## config.mk

```make
export PLATFORM = sky130hd
export DESIGN_NAME = branch_resolve_unit
export DESIGN_NICKNAME = d
export VERILOG_FILES = /design/src/rtl/branch_resolve_unit.sv
export SDC_FILE = /design/constraint.sdc
export NUM_CORES = 1
export LEC_CHECK = 0
export ABC_AREA = 1
export CORE_MARGIN = 2
export CORE_UTILIZATION = 35
export CTS_CLUSTER_SIZE = 28
export DETAILED_ROUTE_END_ITERATION = 16
export GPL_ROUTABILITY_DRIVEN = 0
export PLACE_DENSITY = 0.7
export SETUP_SLACK_MARGIN = 0.4
export SYNTH_ARGS = -nofsm -noshare
export SYNTH_HDL_FRONTEND = slang
export SYNTH_SLANG_ARGS = --single-unit
```

## constraint.sdc

```tcl
create_clock -name clk -period 4.64 [get_ports clk]
set_input_delay 0.464 -clock clk [delete_from_list [all_inputs] [get_ports clk]]
set_output_delay 0.464 -clock clk [all_outputs]
set_load 0.01 [all_outputs]
```

## src/rtl/branch_resolve_unit.sv

```systemverilog
`default_nettype none
// ============================================================================
// Module   : branch_resolve_unit
// Purpose  : Registered RV32 branch resolution stage. Evaluates the six
//            conditional branches plus JAL/JALR, computes the target and
//            fall-through address, checks the front-end prediction and emits
//            a redirect result over valid/ready. After a mispredict leaves
//            the stage, younger wrong-path beats are squashed until flush.
// Options  : BRU_PERF_CNT_EN - build saturating branch/mispredict counters
//            (otherwise perf_branches/perf_mispredicts are tied to 0).
// Revision : 1.0 - initial release
// ============================================================================
module branch_resolve_unit #(
  parameter int XLEN  = 32,
  parameter int CNT_W = 32
) (
  input  logic             clk,
  input  logic             rst,
  input  logic             flush,
  input  logic             in_valid,
  output logic             in_ready,
  input  logic [2:0]       in_op,
  input  logic             in_jal,
  input  logic             in_jalr,
  input  logic [XLEN-1:0]  in_rs1,
  input  logic [XLEN-1:0]  in_rs2,
  input  logic [XLEN-1:0]  in_pc,
  input  logic [XLEN-1:0]  in_imm,
  input  logic             in_pred_taken,
  input  logic [XLEN-1:0]  in_pred_target,
  output logic             out_valid,
  input  logic             out_ready,
  output logic             out_taken,
  output logic [XLEN-1:0]  out_target,
  output logic             out_mispredict,
  output logic             out_misalign,
  output logic [CNT_W-1:0] perf_branches,
  output logic [CNT_W-1:0] perf_mispredicts
);

  // Branch condition encodings (RV32 funct3); 3'b010/3'b011 are undefined.
  localparam logic [2:0] c_BEQ  = 3'b000;
  localparam logic [2:0] c_BNE  = 3'b001;
  localparam logic [2:0] c_BLT  = 3'b100;
  localparam logic [2:0] c_BGE  = 3'b101;
  localparam logic [2:0] c_BLTU = 3'b110;
  localparam logic [2:0] c_BGEU = 3'b111;

  localparam logic [XLEN-1:0] c_FOUR = XLEN'(4);

  typedef enum logic [0:0] {
    S_RUN    = 1'b0,
    S_SQUASH = 1'b1
  } state_t;

  state_t r_state;
  state_t w_state_nxt;

  logic            r_out_valid;
  logic            r_taken;
  logic [XLEN-1:0] r_target;
  logic            r_mispredict;
  logic            r_misalign;

  logic            w_eq;
  logic            w_lt_s;
  logic            w_lt_u;
  logic            w_cond;
  logic            w_taken;
  logic [XLEN-1:0] w_pc_imm;
  logic [XLEN-1:0] w_rs1_imm;
  logic [XLEN-1:0] w_jump_tgt;
  logic [XLEN-1:0] w_pc4;
  logic [XLEN-1:0] w_result_tgt;
  logic            w_mispredict;
  logic            w_misalign;
  logic            w_out_valid;
  logic            w_xfer;
  logic            w_in_ready;
  logic            w_load;

  // Operand comparisons and address arithmetic (all modulo 2^XLEN).
  assign w_eq       = (in_rs1 == in_rs2);
  assign w_lt_s     = ($signed(in_rs1) < $signed(in_rs2));
  assign w_lt_u     = (in_rs1 < in_rs2);
  assign w_pc_imm   = in_pc + in_imm;
  assign w_rs1_imm  = in_rs1 + in_imm;
  assign w_pc4      = in_pc + c_FOUR;
  // JALR takes priority over JAL and always clears bit 0 of its target.
  assign w_jump_tgt = in_jalr ? {w_rs1_imm[XLEN-1:1], 1'b0} : w_pc_imm;

  // Conditional branch evaluation; undefined encodings resolve not-taken.
  always_comb begin
    w_cond = 1'b0;
    case (in_op)
      c_BEQ:   w_cond = w_eq;
      c_BNE:   w_cond = !w_eq;
      c_BLT:   w_cond = w_lt_s;
      c_BGE:   w_cond = !w_lt_s;
      c_BLTU:  w_cond = w_lt_u;
      c_BGEU:  w_cond = !w_lt_u;
      default: w_cond = 1'b0;
    endcase
  end

  assign w_taken      = in_jal || in_jalr || w_cond;
  assign w_result_tgt = w_taken ? w_jump_tgt : w_pc4;
  // A correctly predicted not-taken beat never redirects, whatever the
  // predicted target says.
  assign w_mispredict = (w_taken != in_pred_taken) ||
                        (w_taken && (w_jump_tgt != in_pred_target));
  assign w_misalign   = w_taken && (w_jump_tgt[1:0] != 2'b00);

  // The output register may hold a wrong-path beat loaded on the same edge
  // the mispredict left; it stays hidden while squashing and flush drops it.
  assign w_out_valid = r_out_valid && (r_state == S_RUN);
  assign w_xfer      = w_out_valid && out_ready;

  // Next-state, input acceptance and load decision.
  always_comb begin
    w_state_nxt = r_state;
    w_in_ready  = 1'b0;
    w_load      = 1'b0;
    if (rst) begin
      w_state_nxt = S_RUN;
    end else if (flush) begin
      w_state_nxt = S_RUN;
    end else begin
      case (r_state)
        S_RUN: begin
          w_in_ready = !w_out_valid || out_ready;
          w_load     = in_valid && w_in_ready;
          if (w_xfer && r_mispredict) begin
            w_state_nxt = S_SQUASH;
          end
        end
        S_SQUASH: begin
          w_in_ready = 1'b1;
        end
        default: begin
          w_state_nxt = S_RUN;
        end
      endcase
    end
  end

  // State register.
  always_ff @(posedge clk) begin
    if (rst) begin
      r_state <= S_RUN;
    end else begin
      r_state <= w_state_nxt;
    end
  end

  // Output register: reload on accept, clear on drain or flush.
  always_ff @(posedge clk) begin
    if (rst) begin
      r_out_valid  <= 1'b0;
      r_taken      <= 1'b0;
      r_target     <= '0;
      r_mispredict <= 1'b0;
      r_misalign   <= 1'b0;
    end else if (flush) begin
      r_out_valid  <= 1'b0;
    end else if (w_load) begin
      r_out_valid  <= 1'b1;
      r_taken      <= w_taken;
      r_target     <= w_result_tgt;
      r_mispredict <= w_mispredict;
      r_misalign   <= w_misalign;
    end else if (w_xfer) begin
      r_out_valid  <= 1'b0;
    end
  end

  assign in_ready       = w_in_ready;
  assign out_valid      = w_out_valid;
  assign out_taken      = r_taken;
  assign out_target     = r_target;
  assign out_mispredict = r_mispredict;
  assign out_misalign   = r_misalign;

`ifdef BRU_PERF_CNT_EN
  logic [CNT_W-1:0] r_perf_br;
  logic [CNT_W-1:0] r_perf_mis;

  // Saturating counters of delivered results and delivered mispredicts.
  always_ff @(posedge clk) begin
    if (rst) begin
      r_perf_br  <= '0;
      r_perf_mis <= '0;
    end else if (!flush && w_xfer) begin
      if (r_perf_br != {CNT_W{1'b1}}) begin
        r_perf_br <= r_perf_br + 1'b1;
      end
      if (r_mispredict && (r_perf_mis != {CNT_W{1'b1}})) begin
        r_perf_mis <= r_perf_mis + 1'b1;
      end
    end
  end

  assign perf_branches    = r_perf_br;
  assign perf_mispredicts = r_perf_mis;
`else
  assign perf_branches    = '0;
  assign perf_mispredicts = '0;
`endif

endmodule
`default_nettype wire

```

# --- Word level (Yosys, flattened, before mapping) ---
# Index checks and enable logic that the tools add are counted.
totals:
  mem_bits_ro: 0
  n_memories: 0
  elab_cells: 53
  ram_bits: 0
  latch_bits: 0
  reg_bits: 37
classes:
  n_shift: 0
  div: 0
  n_bitwise: 2
  muxes: 13
  n_lt_le_gt_ge: 2
  addsub: 3
  n_reduce_logical: 19
  n_eq_ne: 8
  n_mul: 0
ops:
  columns: ["op", "n"]
  rows:
  - ["adder 32 bit", 2]
  - ["< comparator 32 bit", 2]
  - ["2-to-1 mux 32 bit", 2]
  - ["adder 32 x 3 -> 32 bit, second input constant", 1]
  - ["equality test 32 bit", 1]
  - ["!= test 32 bit", 1]
  - ["equality test 3 bit, second input constant", 4]
  - ["2-to-1 mux 1 bit", 9]
  - ["logical AND 1 bit", 6]
  - ["case mux 1 bit (6 select lines)", 1]
  - ["zero test 1 bit", 4]
  - ["logical OR 1 bit", 4]
  - ["nonzero test 2 bit", 2]
  - ["equality test 3 x 1 -> 1 bit, second input constant", 1]
  - ["zero test 3 bit", 1]
  - ["inverter 1 bit", 2]
  - ["case mux 1 bit (2 select lines)", 1]
  - ["AND reduction 2 bit", 1]
  - ["OR reduction 2 bit", 1]
  - ["!= test 1 bit", 1]

# --- Logic depth before layout (Yosys ltp) ---
depth:
  depth_word: 9
  ltp_mapped: 23

# --- Worst setup path after synthesis ---
# No wires, ideal clock.
synth_timing:
  path_kind: "input -> register"
  startpoint: "input in_pc[0]"
  endpoint: "register r_mispredict (netlist: out_mispredict)"
  required_time_ns: 4.525
  path_buffers: 0
  arrival_time_ns: 2.346
  setup_time_ns: 0.115
  slack_ns: 2.179
  stages: 20
  path_cell_list: "ha_1 > fa_1 > nand3_1 > nand3_1 > nand2_1 > nand2_1 > nand2_1 > nand2_1 > nand2_1 > nand3_1 > nand3_1 > nand2_1 > nand2_1 > nand2_1 > nor2_1 > nand2_1 > nor2_1 > nand2_1 > nor2_1 > nor2_1"
synth_via:
  elab_chain_len: 5
synth_lines:
  columns: ["element", "line_no", "rtl"]
  rows:
  - ["start: declaration", "27", "input logic [XLEN-1:0] in_pc,"]
  - ["adder 32 bit", "86", "assign w_pc_imm = in_pc + in_imm;"]
  - ["2-to-1 mux 32 bit", "90", "assign w_jump_tgt = in_jalr ? {w_rs1_imm[XLEN-1:1], 1'b0} : w_pc_imm;"]
  - ["!= test 32 bit", "111", "(w_taken && (w_jump_tgt != in_pred_target));"]
  - ["logical AND 1 bit", "111", null]
  - ["logical OR 1 bit", "110", "assign w_mispredict = (w_taken != in_pred_taken) ||"]
  - ["end signal: assignment", "170", "r_mispredict <= w_mispredict;"]
  - ["end: declaration", "62", "logic r_mispredict;"]
# Every way passes these cells.
# A chain may end at the register's enable or synchronous reset.

# --- Worst setup path in the final report ---
layout_timing:
  startpoint: "input in_rs1[1]"
  endpoint: "register r_mispredict (netlist: out_mispredict)"
layout_via:
  elab_chain_len: 6
  elab_cells_between_ends: 14
layout_lines:
  columns: ["element", "line_no", "rtl"]
  rows:
  - ["start: declaration", "25", "input logic [XLEN-1:0] in_rs1,"]
  - ["branches (longest 5 deep; another with adder 32 bit)", null, null]
  - ["logical OR 1 bit *", "110", null]
# Mark *: on every way between the ends.

==> results.json <==
{
  "yosysWarningCount": 0,
  "post_cts_buffers": 0,
  "root_buffer_cell": "clkbuf_16",
  "leading_cell_type_by_number_of_instances_after_synthesis": "nand2_1",
  "xor_xnor_share_of_the_synthesized_area": 0.02930,
  "synth_top_cells_by_count": "nand2_1 (670), inv_1 (323), nand3_1 (225)",
  "detailroute.wirelength.met2_mm": 15.27,
  "layout_overhead_on_the_synthesized_area_pct": 24.70,
  "ctsResizeCount": 0,
  "hold_path_class": "register to register",
  "post_cts_hold_buffer_count": 0,
  "fin_ws_ns": 1.174,
  "syn-cell-area_um2": 9564,
  "cp_cell_sequence": "clkdlybuf4s50_1, ha_1, inv_1, o21bai_1, nand2_1, nand2_1, nand2_1, nand2_1, nand2_1, nand2_1, nand2_1, nand2_1, nand2_1, nand2_1, nor2_1, nor2_4, nand2_4, nor2_1, inv_1, o21bai_1, nor2_1",
  "num_antenna_cells": 0,
  "tritoncts.num_buffers": 5,
  "dp_cells": 2361,
  "detailedPlace.worstSlack_ns": 0.9011,
  "combinational_cell_fraction_of_total_power": 0.619,
  "crit-reg2reg-capture": "out_mispredict",
  "cpMostUsedCell": "nand2_1",
  "drt_first_iter_violations": 1053,
  "synthCells": 1835,
  "core_area_um2": 26880,
  "drt_wl_total_mm": 35.58,
  "clock_sink_count": 37,
  "hold_start": "out_target[3]",
  "synth_compound_area_frac": 0.06489,
  "tritoncts": "built",
  "max_cap_violations": 0,
  "setup_tns_ns": 0,
  "yosysTopAreaCellShare": 0.2630,
  "period_share": 0.7471,
  "timing_hold_violations_final": 0,
  "post-route-drc-count": 0,
  "setup-violations-final": 0,
  "floorplan.rows": 60,
  "criticalPathCategory": "input port to register",
  "die-width_um": 169.3,
  "detailedPlacementHpwl_mm": 31.23,
  "yosys.cell_types.count": 39,
  "clk_transition_reported_paths_ns": 0.06,
  "synthDominantAreaCellType": "nand2_1",
  "cp_top_family": "simple AND/OR/NAND/NOR gates",
  "power_dissipated_by_switching_net_loads_mw": 0.9164,
  "worstSetupEndpointType": "register",
  "power.internal_mw": 1.120,
  "dr.max_layer_used": "met4",
  "final_area_um2": 11930,
  "power.sequential.fraction": 0.168,
  "dpl_cell_area_um2": 11740,
  "place.port_buffers": 207,
  "seq_total_area_yosys": 0.07745,
  "cellLeakagePower_nw": 6.569,
  "floorplan.initialDensity": 0.3559,
  "finalPower_mw": 2.036,
  "via_count_of_the_first_global_routing_pass": 10620,
  "crit_path_start_kind": "input port",
  "synth.avg_cell_area_um2": 5.212,
  "critical_path.max_stage_delay_ns": 0.49,
  "grt_first_pass_wirelength_mm": 54.98,
  "vias_per_cell": 5.005,
  "cp_max_fo": 35,
  "met1_length_mm": 15.66,
  "power_density_nw_per_um2": 170.7,
  "power.ir.vdd_worst_mv": 0.1448,
  "worstPathArrival_ns": 3.62,
  "report.final.slew_viol_count": 0,
  "htreeDepth": 2,
  "final_util": 0.4438,
  "period_minus_slack_ns": 3.466,
  "io-pin-count": 272,
  "met3_wirelength_mm": 2.993,
  "finalHoldWorstSlack_ns": 0.4635,
  "worstSkewPairLatency_ns": 0.28,
  "wirelength_per_cell_um": 15.02,
  "simple_gate_share_of_the_synthesized_area": 0.5086,
  "timing.critical_path.slowest_stage_cell": "clkdlybuf4s50_1",
  "rsz_0062_raised_after_global_routing": "no",
  "worst-path-buf-inv": 3,
  "run_status": "finished, final reports clean",
  "synthMuxAreaShare": 0,
  "global_route_congestion_overflow_total": 0,
  "min_delay_worst_endpoint": "out_target[3]",
  "reg2regPathDepth": 11,
  "grt.total_usage": 0.2409,
  "clock_power_share": 0.213,
  "synth.top_cells.by_area": "nand2_1 (26%), inv_1 (13%), ha_1 (12%), nand3_1 (12%), dfxtp_1 (7.7%)",
  "initial_drt_pass_iterations": 6,
  "antenna_found_initial": 0,
  "layout_cells_sized_above_1": 0.01578,
  "final_cells": 2369,
  "dieHeight_um": 169.3,
  "synth_async_sr_flop_share": 0,
  "swShare": 0.4500,
  "hold_depth": 2,
  "worst-r2r-setup-slack_ns": 2.28,
  "cp_data_required_time_ns": 4.80,
  "grt_max_degree": 41,
  "ant_nets": 0,
  "fin_worst_skew_ns": 0.005174,
  "critical_path.reg2reg.startpoint": "r_out_valid",
  "nNetsFinal": 2294,
  "synth-edff-count": 0,
  "synth_fa_ha_area_frac": 0.1272,
  "dr_total_vias": 11860,
  "floorplan.die_area_um2": 28660,
  "achievable-frequency_ghz": 0.2885,
  "synth_top_family_by_area": "simple AND/OR/NAND/NOR gates",
  "clockBufferDepth": 2,
  "dominantRegCellSynth": "dfxtp_1",
  "synth_seq_cells": 37
}
==> per-layer routing <==
metal | global-route usage | vias to the layer above
met5 | 0 | -
met4 | 0.1007 | 0
met3 | 0.02589 | 87
met2 | 0.3911 | 582
met1 | 0.3246 | 5180
li1 | - | 6008
==> power groups by stage <==
stage / clock network (mW) / logic [mW] / registers [mW]
after floorplan: 0 / 0.809 / 0.354
after global placement: 0 / 1.22 / 0.348
after detailed placement: 0 / 1.24 / 0.349
after CTS: 0.443 / 1.24 / 0.342
after global routing: 0.453 / 1.41 / 0.344
final: 0.434 / 1.26 / 0.342
==> worst max path at each step <==
stage | from | end | cells after the start
final | in_rs1[1] | out_mispredict | 21
after global routing | in_rs1[1] | out_mispredict | 21
after CTS | in_rs1[1] | out_mispredict | 21
after detailed placement | in_rs1[1] | out_mispredict | 21
after global placement | in_rs1[1] | out_mispredict | 21
after floorplan | in_pc[0] | out_mispredict | 20
==> cell families (layout without fill, tap and decap cells) <==
logic type      after synthesis  in the layout
compound gates              117            117
fa+ha+maj                    96             96
xor+xnor                     32             32
buf+inv                     417            547
simple gates               1135           1135
flops                        37             37
other cells                   1             64
==> worst min-delay path, stage by stage (launching register included) <==
cell and delay, ns:
dfxtp_1 0.31, nand2_1 0.06, a21oi_1 0.05
==> flip-flops by register name, summed over array words and instances, names as in the netlist <==
| name | cells |
|---|---|
| r_state | 1 |
| out_target | 32 |
| out_misalign | 1 |
| out_mispredict | 1 |
| r_out_valid | 1 |
| out_taken | 1 |
==> placed cells by master, fill, tap and decap left out, drive strengths merged, types with 7 or more instances in the layout <==
| master | n |
|---|---|
| nand2 | 672 |
| inv | 324 |
| nand3 | 229 |
| clkdlybuf4s50 | 207 |
| nor2 | 139 |
| ha | 94 |
| a21oi | 87 |
| conb | 64 |
| nand3b | 42 |
| dfxtp | 37 |
| nor3 | 23 |
| nand4 | 22 |
| xor2 | 19 |
| o21ai | 16 |
| xnor2 | 13 |
| buf | 7 |
==> layout make-up <==
cell class | count | area, um2
Tap cell | 341 | 426.7
Clock buffer | 5 | 125.1
Clock inverter | 3 | 65.06
Inverter | 325 | 1220
Fill cell | 2891 | 14950
Multi-Input combinational cell | 1444 | 7224
Sequential cell | 37 | 740.7
Timing Repair Buffer | 214 | 2125
(Power assumes the default switching activity.)
